$ cat src/rtl/mem_arbiter_pkg.sv
// Shared encodings and default widths for the two-port memory arbiter.
package mem_arbiter_pkg;

  localparam int DEF_AWIDTH = 5;
  localparam int DEF_DWIDTH = 8;

  localparam logic [1:0] IDLE   = 2'b00;
  localparam logic [1:0] ACCESS = 2'b01;
  localparam logic [1:0] DONE   = 2'b10;

  localparam logic OWN_CPU = 1'b0;
  localparam logic OWN_DMA = 1'b1;

endpackage

$ cat src/rtl/mem_arbiter_hold_counter.sv
// Saturating count of CPU grants made while DMA waits; at_max forces a DMA turn.
module arb_hold_counter #(
  parameter int MAX_HOLD = 4
) (
  input  logic clk_i,
  input  logic rst_ni,
  input  logic inc_i,
  input  logic clr_i,
  output logic at_max_o
);

  localparam logic [3:0] MaxHold = 4'(MAX_HOLD);

  logic [3:0] cnt_q, cnt_d;

  // Clear wins over increment so a DMA grant always restarts the window.
  always_comb begin
    cnt_d = cnt_q;
    if (clr_i) begin
      cnt_d = 4'd0;
    end else if (inc_i && (cnt_q != MaxHold)) begin
      cnt_d = cnt_q + 4'd1;
    end
  end

  always_ff @(posedge clk_i or negedge rst_ni) begin
    if (!rst_ni) begin
      cnt_q <= 4'd0;
    end else begin
      cnt_q <= cnt_d;
    end
  end

  assign at_max_o = (cnt_q == MaxHold);

endmodule

$ cat src/rtl/mem_arbiter.sv
// Two-port memory arbiter: CPU has priority, DMA is guaranteed a turn after MAX_HOLD CPU grants.
module mem_arbiter
  import mem_arbiter_pkg::*;
#(
  parameter int AWIDTH   = DEF_AWIDTH,
  parameter int DWIDTH   = DEF_DWIDTH,
  parameter int MEM_LAT  = 1,
  parameter int MAX_HOLD = 4
) (
  input  logic              clk_i,
  input  logic              rst_ni,
  input  logic              cpu_req_i,
  input  logic              cpu_wr_i,
  input  logic [AWIDTH-1:0] cpu_addr_i,
  input  logic [DWIDTH-1:0] cpu_wdata_i,
  output logic              cpu_gnt_o,
  output logic              cpu_done_o,
  output logic [DWIDTH-1:0] cpu_rdata_o,
  input  logic              dma_req_i,
  input  logic              dma_wr_i,
  input  logic [AWIDTH-1:0] dma_addr_i,
  input  logic [DWIDTH-1:0] dma_wdata_i,
  output logic              dma_gnt_o,
  output logic              dma_done_o,
  output logic [DWIDTH-1:0] dma_rdata_o,
  output logic [AWIDTH-1:0] mem_addr_o,
  output logic [DWIDTH-1:0] mem_wdata_o,
  output logic              mem_rd_o,
  output logic              mem_wr_o,
  input  logic [DWIDTH-1:0] mem_rdata_i,
  output logic              busy_o
);

  localparam logic [3:0] LastLat = 4'(MEM_LAT - 1);

  logic [1:0]        state_q, state_d;
  logic              owner_q, owner_d;
  logic [AWIDTH-1:0] addr_q, addr_d;
  logic [DWIDTH-1:0] wdata_q, wdata_d;
  logic              wr_q, wr_d;
  logic [3:0]        lat_q, lat_d;
  logic              cpu_gnt_q, cpu_gnt_d, dma_gnt_q, dma_gnt_d;
  logic              cpu_done_q, cpu_done_d, dma_done_q, dma_done_d;
  logic [DWIDTH-1:0] cpu_rdata_q, cpu_rdata_d, dma_rdata_q, dma_rdata_d;
  logic              mem_rd_q, mem_rd_d, mem_wr_q, mem_wr_d;
  logic              hold_inc, hold_clr, hold_at_max;

  arb_hold_counter #(.MAX_HOLD(MAX_HOLD)) u_hold (
    .clk_i    (clk_i),
    .rst_ni   (rst_ni),
    .inc_i    (hold_inc),
    .clr_i    (hold_clr),
    .at_max_o (hold_at_max)
  );

  always_comb begin
    state_d     = state_q;
    owner_d     = owner_q;
    addr_d      = addr_q;
    wdata_d     = wdata_q;
    wr_d        = wr_q;
    lat_d       = lat_q;
    cpu_gnt_d   = 1'b0;
    dma_gnt_d   = 1'b0;
    cpu_done_d  = 1'b0;
    dma_done_d  = 1'b0;
    cpu_rdata_d = cpu_rdata_q;
    dma_rdata_d = dma_rdata_q;
    mem_rd_d    = 1'b0;
    mem_wr_d    = 1'b0;
    hold_inc    = 1'b0;
    hold_clr    = 1'b0;
    case (state_q)
      IDLE: begin
        lat_d = 4'd0;
        if (!dma_req_i) hold_clr = 1'b1;
        if (dma_req_i && (!cpu_req_i || hold_at_max)) begin
          owner_d   = OWN_DMA;
          addr_d    = dma_addr_i;
          wdata_d   = dma_wdata_i;
          wr_d      = dma_wr_i;
          dma_gnt_d = 1'b1;
          mem_rd_d  = !dma_wr_i;
          mem_wr_d  = dma_wr_i;
          hold_clr  = 1'b1;
          state_d   = ACCESS;
        end else if (cpu_req_i) begin
          owner_d   = OWN_CPU;
          addr_d    = cpu_addr_i;
          wdata_d   = cpu_wdata_i;
          wr_d      = cpu_wr_i;
          cpu_gnt_d = 1'b1;
          mem_rd_d  = !cpu_wr_i;
          mem_wr_d  = cpu_wr_i;
          hold_inc  = dma_req_i;
          state_d   = ACCESS;
        end
      end
      ACCESS: begin
        // Read data is only guaranteed in the final strobe cycle, so capture there.
        if (lat_q == LastLat) begin
          lat_d   = 4'd0;
          state_d = DONE;
          if (owner_q == OWN_DMA) begin
            dma_done_d = 1'b1;
            if (!wr_q) dma_rdata_d = mem_rdata_i;
          end else begin
            cpu_done_d = 1'b1;
            if (!wr_q) cpu_rdata_d = mem_rdata_i;
          end
        end else begin
          lat_d    = lat_q + 4'd1;
          mem_rd_d = mem_rd_q;
          mem_wr_d = mem_wr_q;
        end
      end
      DONE:    state_d = IDLE;
      default: state_d = IDLE;
    endcase
  end

  always_ff @(posedge clk_i or negedge rst_ni) begin
    if (!rst_ni) begin
      state_q     <= IDLE;
      owner_q     <= OWN_CPU;
      addr_q      <= '0;
      wdata_q     <= '0;
      wr_q        <= 1'b0;
      lat_q       <= 4'd0;
      cpu_gnt_q   <= 1'b0;
      dma_gnt_q   <= 1'b0;
      cpu_done_q  <= 1'b0;
      dma_done_q  <= 1'b0;
      cpu_rdata_q <= '0;
      dma_rdata_q <= '0;
      mem_rd_q    <= 1'b0;
      mem_wr_q    <= 1'b0;
    end else begin
      state_q     <= state_d;
      owner_q     <= owner_d;
      addr_q      <= addr_d;
      wdata_q     <= wdata_d;
      wr_q        <= wr_d;
      lat_q       <= lat_d;
      cpu_gnt_q   <= cpu_gnt_d;
      dma_gnt_q   <= dma_gnt_d;
      cpu_done_q  <= cpu_done_d;
      dma_done_q  <= dma_done_d;
      cpu_rdata_q <= cpu_rdata_d;
      dma_rdata_q <= dma_rdata_d;
      mem_rd_q    <= mem_rd_d;
      mem_wr_q    <= mem_wr_d;
    end
  end

  assign cpu_gnt_o   = cpu_gnt_q;
  assign dma_gnt_o   = dma_gnt_q;
  assign cpu_done_o  = cpu_done_q;
  assign dma_done_o  = dma_done_q;
  assign cpu_rdata_o = cpu_rdata_q;
  assign dma_rdata_o = dma_rdata_q;
  assign mem_rd_o    = mem_rd_q;
  assign mem_wr_o    = mem_wr_q;
  assign mem_addr_o  = (state_q == ACCESS) ? addr_q : '0;
  assign mem_wdata_o = (state_q == ACCESS) ? wdata_q : '0;
  assign busy_o      = (state_q != IDLE);

endmodule

$ cat config.mk
export PLATFORM = sky130hd
export DESIGN_NAME = mem_arbiter
export DESIGN_NICKNAME = d
export VERILOG_FILES = /design/src/rtl/mem_arbiter_pkg.sv /design/src/rtl/mem_arbiter_hold_counter.sv /design/src/rtl/mem_arbiter.sv
export SDC_FILE = /design/constraint.sdc
export NUM_CORES = 1
export LEC_CHECK = 0
export ABC_AREA = 1
export ABC_CLOCK_PERIOD_IN_PS = 4300
export BUFFER_PORTS_ARGS = -buffer_cell sky130_fd_sc_hd__buf_2
export CELL_PAD_IN_SITES_DETAIL_PLACEMENT = 0
export CELL_PAD_IN_SITES_GLOBAL_PLACEMENT = 1
export CORE_ASPECT_RATIO = 1.75
export CORE_MARGIN = 1
export CORE_UTILIZATION = 39
export CTS_CLUSTER_DIAMETER = 40
export DETAILED_ROUTE_END_ITERATION = 12
export GPL_ROUTABILITY_DRIVEN = 1
export GPL_TIMING_DRIVEN = 0
export PLACE_DENSITY = 0.83
export SETUP_SLACK_MARGIN = 0.3
export SLEW_MARGIN = 20
export SYNTH_ARGS = -nofsm -noshare
export SYNTH_HDL_FRONTEND = slang
export SYNTH_SLANG_ARGS = --single-unit
$ cat constraint.sdc
create_clock -name clk_i -period 4.3 [get_ports clk_i]
set_input_delay 0.645 -clock clk_i [delete_from_list [all_inputs] [get_ports clk_i]]
set_output_delay 0.645 -clock clk_i [all_outputs]
set_load 0.005 [all_outputs]
==> qor.txt, run 1 <==
status: finished clean
first-pass GRT wire length: 8140 µm
number of buffers added on ports: 74
DR WL/cell: 10.6 µm
fillers: 614
Seq cells post-synth: 47
PostCTS Resize Cnt: 0
CTS Root Cell: clkbuf_8
diodes inserted: 0
share of the synthesized area in the top cell type: 49.2%
number of flops mapped to enable cells by yosys: 0
final setup fails: 0
Seq/Total Area, Yosys: 49.2%
vias in the first global route: 1889
largest cells by area after synthesis: dfrtp_1 (49%), nand2_1 (12%), inv_1 (10%)
Synth warnings: 0
Final Cell Area: 2950 µm²
DR iter-0 viols: 79
skew final: 9.63 ps
Worst Setup End Kind: primary output
Skew-Pair Late Insertion Delay: 300 ps
Mapped Nets: 339
Power Density: 594 nW/µm²
Core Area: 5880 µm²
Top FF cell, synth: dfrtp_1
cts bufs inserted: 5
Avg Inst Size Synth: 8.10 µm²
Post-DP HPWL: 3780 µm
Leakage Power: 1.78 nW
Hold Violations, Final: 0
MaxCap Viol Count: 0
VDD IR max: 203 µV
DRC: 0
Die X: 61.2 µm
effective utilization at floorplan: 40.6%
ys async rst share: 100%
Synth area leader: dfrtp_1
maximum number of pins on one net before global-route repair: 48
die height: 106 µm
vias per cell: 4.32
postcts setup bufs: 0
crit-path max FO: 10
gpl congestion: 0.719
Rows: 37
Yosys cell types: 23
Longest Clk Path Bufs: 2
Period Utilization, post-route: 49.8%
Reg area: 1180 µm²
max-slew violations: 0
Period minus WS final: 2140 ps
Peak Freq: 467 MHz
cts hold-fix bufs: 0
CTS sink count: 47
total congestion overflow: 0
WHS: 341 ps
Worst EP arrival: 1500 ps
clock-pin slew on the worst setup and hold paths: 80 ps
slew margin rel.: 60.5%
I/O pin count: 76
routed via count: 1960
Commonest cells post-synth: nand2_1 (75), inv_1 (66), dfrtp_1 (47)
WL final: 4810 µm
Die Area: 6450 µm²
crit start category: flip-flop
GRT Overall Usage: 16.7%
area taken by multi-input logic gates: 891 µm²
nets@finish: 420
setup TNS: 0 ps
CTS tree: done
area grow syn2layout: 23.4%
H-tree depth: 2
cell with the most instances after synthesis: nand2_1
HP Class: in2async
Mapped Area: 2390 µm²
Critical Path RT: 3650 ps
Initial DRT Pass Iterations: 4
Post-DP Area: 2860 µm²
initial antenna violation count: 0
Syn Inst Count: 295
Worst-Margin Slew: 592 ps
Detail Route Antenna Nets: 0
RSZ-0062 raised after global routing: false
share of layout cells above drive strength 1: 31.1%
path type of the worst setup path: reg2out
==> routing by layer <==
layer / wire [µm] / part of all wire, % / track usage, % / up-vias
met5: 0 / 0 / 0 / -
met4: 91 / 1.9 / 6.82 / 0
met2: 2580 / 53 / 29.6 / 47
met3: 187 / 3.9 / 2.58 / 9
met1: 1960 / 41 / 18.8 / 865
li1: - / - / - / 1039
==> through the flow <==
| step | power, mW | cells | setup slack, ps | util (%) |
|---|---|---|---|---|
| after global placement | 1.49 | 447 | 2460 | 48.6 |
| after detailed placement | 1.51 | 447 | 2470 | 48.6 |
| after global routing | 1.92 | 454 | 2080 | 50.1 |
| final | 1.75 | 454 | 2160 | 50.1 |
| after CTS | 1.78 | 454 | 2140 | 50.1 |
| after floorplan | 1.23 | 295 | 2730 | - |
==> power by group <==
| group | internal (mW) | switching, mW |
|---|---|---|
| sequential | 0.625 | 0.104 |
| clock | 0.126 | 0.139 |
| combinational | 0.320 | 0.435 |
==> state kept, by name, indices dropped and copies added, names as in the netlist, 2 cells and up <==
name          cells
addr_q            5
cpu_rdata_o       8
dma_rdata_o       8
lat_q             4
state_q           2
u_hold.cnt_q      4
wdata_q           8
==> logic make-up (layout without fill, tap and decap cells) <==
family                   Yosys count  in the layout  share of synthesized area [%]
flip-flops                        47             47                           49.2
buffers and inverters             78            159                           13.5
XOR/XNOR                           3              3                           1.10
AO/OA/AOI/OAI                     25             25                           8.38
AND/OR/NAND/NOR                  138            138                           25.7
adder cells (fa/ha/maj)            4              4                           2.10
==> placed cells by master, fill, tap and decap left out <==
master,count
buf_2,79
nand2_1,75
nor2_4,2
buf_6,2
xnor2_1,2
a21oi_1,1
ha_1,4
o21ai_0,4
nor2_1,21
nand4_1,1
inv_2,2
buf_4,2
clkinv_2,1
inv_4,1
nor2_8,1
o21ai_2,16
dfrtp_1,47
clkbuf_8,6
o21ai_4,1
nand2_2,2
nand2_4,2
xor2_1,1
inv_1,66
nand3_1,34
o22ai_1,3
==> area by class of cell <==
type / count / share of cell area [%]
sequential: 47 / 39.9
multi-input combinational: 170 / 30.2
timing repair buffer: 74 / 12.7
inverter: 69 / 8.87
tap: 78 / 3.31
clock buffer: 6 / 2.80
buffer: 9 / 2.04
clock inverter: 1 / 0.170
==> critical path, stage by stage, from the launching register on <==
cell	delay, ps
dfrtp_1	470
nor2_4	180
inv_4	80
buf_2	190
nor2_1	150
buf_2	140
==> path summary, 6_finish.rpt <==
path | startpoint | endpoint | slack (ps) | cells past startpoint
max in group asynchronous | rst_ni | lat_q[1] | 3550 | 1
hold reg to reg | cpu_rdata_o[6] | cpu_rdata_o[6] | 480 | 2
setup / recovery | state_q[1] | mem_wdata_o[0] | 2160 | 5
setup reg to reg | u_hold.cnt_q[1] | addr_q[0] | 2660 | 9
min in group clk_i | cpu_rdata_o[6] | cpu_rdata_o[6] | 480 | 2
hold / removal | rst_ni | dma_rdata_o[4] | 340 | 1
Power figures use the tool's default switching activity.
==> inputs of run 2 (changes only) <==
Settings changed: ABC_CLOCK_PERIOD_IN_PS 4300 to 1730, CORE_UTILIZATION 39 to 33, PLACE_DENSITY 0.83 to 0.75.
Clock period 4.3 ns to 1.73 ns, I/O delays scaled along.
==> run 2 against run 1 <==
Compared with the run above: power grew to 3.3 times the previous value; first-iteration DRC count is 19% lower; the run now ends with hold timing left; largest cell class unchanged; register-to-register slack worse by 2400 ps.
==> qor.txt, run 2 (same netlist as run 1, synthesis figures left out) <==
Worst-Margin Slew: 608 ps (+15.9 ps)
routed via count: 2129 (+8.6%)
Core Area: 6910 µm² (+17%)
cts hold-fix bufs: 0 (unchanged)
Worst Setup End Kind: primary output
CTS Root Cell: clkbuf_16
Die X: 66.3 µm (+8.4%)
crit-path max FO: 10 (unchanged)
clock-pin slew on the worst setup and hold paths: 60 ps (-20 ps)
Longest Clk Path Bufs: 2 (unchanged)
Crit. Startpoint: state_q[0]
slew margin rel.: 59.5% (-1.1 points)
DR iter-0 viols: 64 (-19%)
status: finished, violations left
MaxCap Viol Count: 0 (unchanged)
path type of the worst setup path: reg2out
Leakage Power: 2.02 nW (+14%)
skew final: 4.60 ps (-5.03 ps)
setup TNS: 0 ps (unchanged)
max-slew violations: 0 (unchanged)
failing checks: hold timing
Final Cell Area: 3510 µm² (+19%)
Critical Path RT: 1470 ps (-2180 ps)
Detail Route Antenna Nets: 0 (unchanged)
CP Buf/Inv Count: 4 (+1)
Hold Violations, Final: 39 (+39)
DR WL/cell: 12.3 µm (+16%)
final setup fails: 0 (unchanged)
share of layout cells above drive strength 1: 40.8% (+9.7 points)
CTS tree: done
largest delay contributor family on the critical path: buffers and inverters
HP Class: in2async
die height: 115 µm (+8.5%)
Power Density: 1660 nW/µm² (+180%)
fillers: 701 (+14%)
area grow syn2layout: 46.9%
cts bufs inserted: 5 (unchanged)
Worst EP arrival: 1250 ps (-250 ps)
effective utilization at floorplan: 34.6% (-6.0 points)
WHS: -20.5 ps (-361 ps)
maximum number of pins on one net before global-route repair: 48 (unchanged)
vias in the first global route: 2015 (+6.7%)
nets@finish: 445 (+6.0%)
most frequent cells in the layout: buf_2 (75), nand2_1 (73), inv_1 (62)
worst-case reg-to-reg path depth: 9 (unchanged)
crit start category: flip-flop
CTS sink count: 47 (unchanged)
Peak Freq: 664 MHz
number of buffers added on ports: 74 (unchanged)
VDD IR max: 778 µV (+280%)
Skew-Pair Late Insertion Delay: 290 ps (about the same)
CP Cell Sequence: inv_2 -> nor2_4 -> inv_4 -> buf_12 -> nor2_2 -> buf_2
Period Utilization, post-route: 87.1%
worst reg2reg path endpoint: wdata_q[6]
initial antenna violation count: 0 (unchanged)
CP max stage delay: 360 ps (-110 ps)
worst r2r src: state_q[0]
critical path's slowest cell: dfrtp_1
vias per cell: 4.38 (+1.5%)
total congestion overflow: 0 (unchanged)
diodes inserted: 0 (unchanged)
I/O pin count: 76 (unchanged)
gpl congestion: 0.730 (+1.5%)
Rows: 40 (+8.1%)
Post-DP Area: 2860 µm² (+0.26%)
Initial DRT Pass Iterations: 4 (unchanged)
Period minus WS final: 1510 ps
Die Area: 7600 µm² (+18%)
commonest non-fill, non-tap cell in the layout: buf_2
RSZ-0062 raised after global routing: true
first-pass GRT wire length: 9140 µm (+12%)
H-tree depth: 2 (unchanged)
flop2flop setup slack: 300 ps (-2360 ps)
GRT Overall Usage: 15.9% (-0.73 points)
WL final: 5950 µm (+24%)
Post-DP HPWL: 3950 µm (+4.4%)
DRC: 0 (unchanged)
==> run 2: report_power, final <==
group | switching, mW | internal (mW) | total [mW]
Combinational | 1.39 | 1.37 | 2.77
Clock | 0.403 | 0.828 | 1.23
Sequential | 0.251 | 1.56 | 1.81
Total | 2.05 | 3.76 | 5.81
==> run 2: cell type report <==
cell class	count	area, µm²	area share [%]
inverter	69	264	7.52
clock inverter	2	60.1	1.71
buffer	9	119	3.39
sequential	47	1180	33.6
timing repair buffer	99	649	18.5
multi-input combinational	170	1000	28.6
tap	84	105	3.00
clock buffer	6	129	3.67
==> run 2: metal layers <==
metal	part of all wire, %	global-route usage (%)	vias to the layer above
li1	-	-	1101
met1	38	17.5	966
met2	56	29.2	55
met3	4.1	2.69	7
met4	1.7	6.81	0
met5	0	0	-
==> run 2: worst max-delay path by stage <==
stage / end / slack (ps) / cells after the start
after CTS: mem_wdata_o[0] / 230 / 5
after detailed placement: addr_q[2] / 70 / 9
after floorplan: cpu_rdata_o[6] / 350 / 8
final: mem_wdata_o[2] / 220 / 6
after global routing: mem_wdata_o[2] / 150 / 6
after global placement: addr_q[2] / 70 / 9
==> run 2: metrics by stage <==
step           setup WS, ps  utilization, %  instances  hold slack (ps)  total power [mW]
2_1_floorplan           349               -        295            -36.1              3.06
3_3_place_gp           65.7            41.5        453              460              3.72
3_5_place_dp           66.0            41.5        453              465              3.76
4_1_cts                 231            47.7        475              192              5.41
5_1_grt                 153            50.8        486             25.7              6.23
6_report                223            50.8        486            -20.5              5.81
==> run 2: worst register-to-register path, stage by stage (launching register included) <==
cell and delay, ps:
dfrtp_1 390, buf_4 140, buf_4 130, nor2_4 100, buf_6 120, o21ai_4 80, inv_4 130, clkbuf_16 160
nand3_1 70, nand2_1 60
==> run 2: timing repair <==
| item | 4_1_cts | 5_1_grt |
|---|---|---|
| setup endpoints to repair | 43 | 48 |
| gates cloned | 0 | 3 |
| gates resized for setup | 30 | 23 |
| buffers inserted | 14 | 8 |
| endpoints found under the hold margin | 0 | 0 |
| pin swaps | 4 | 4 |
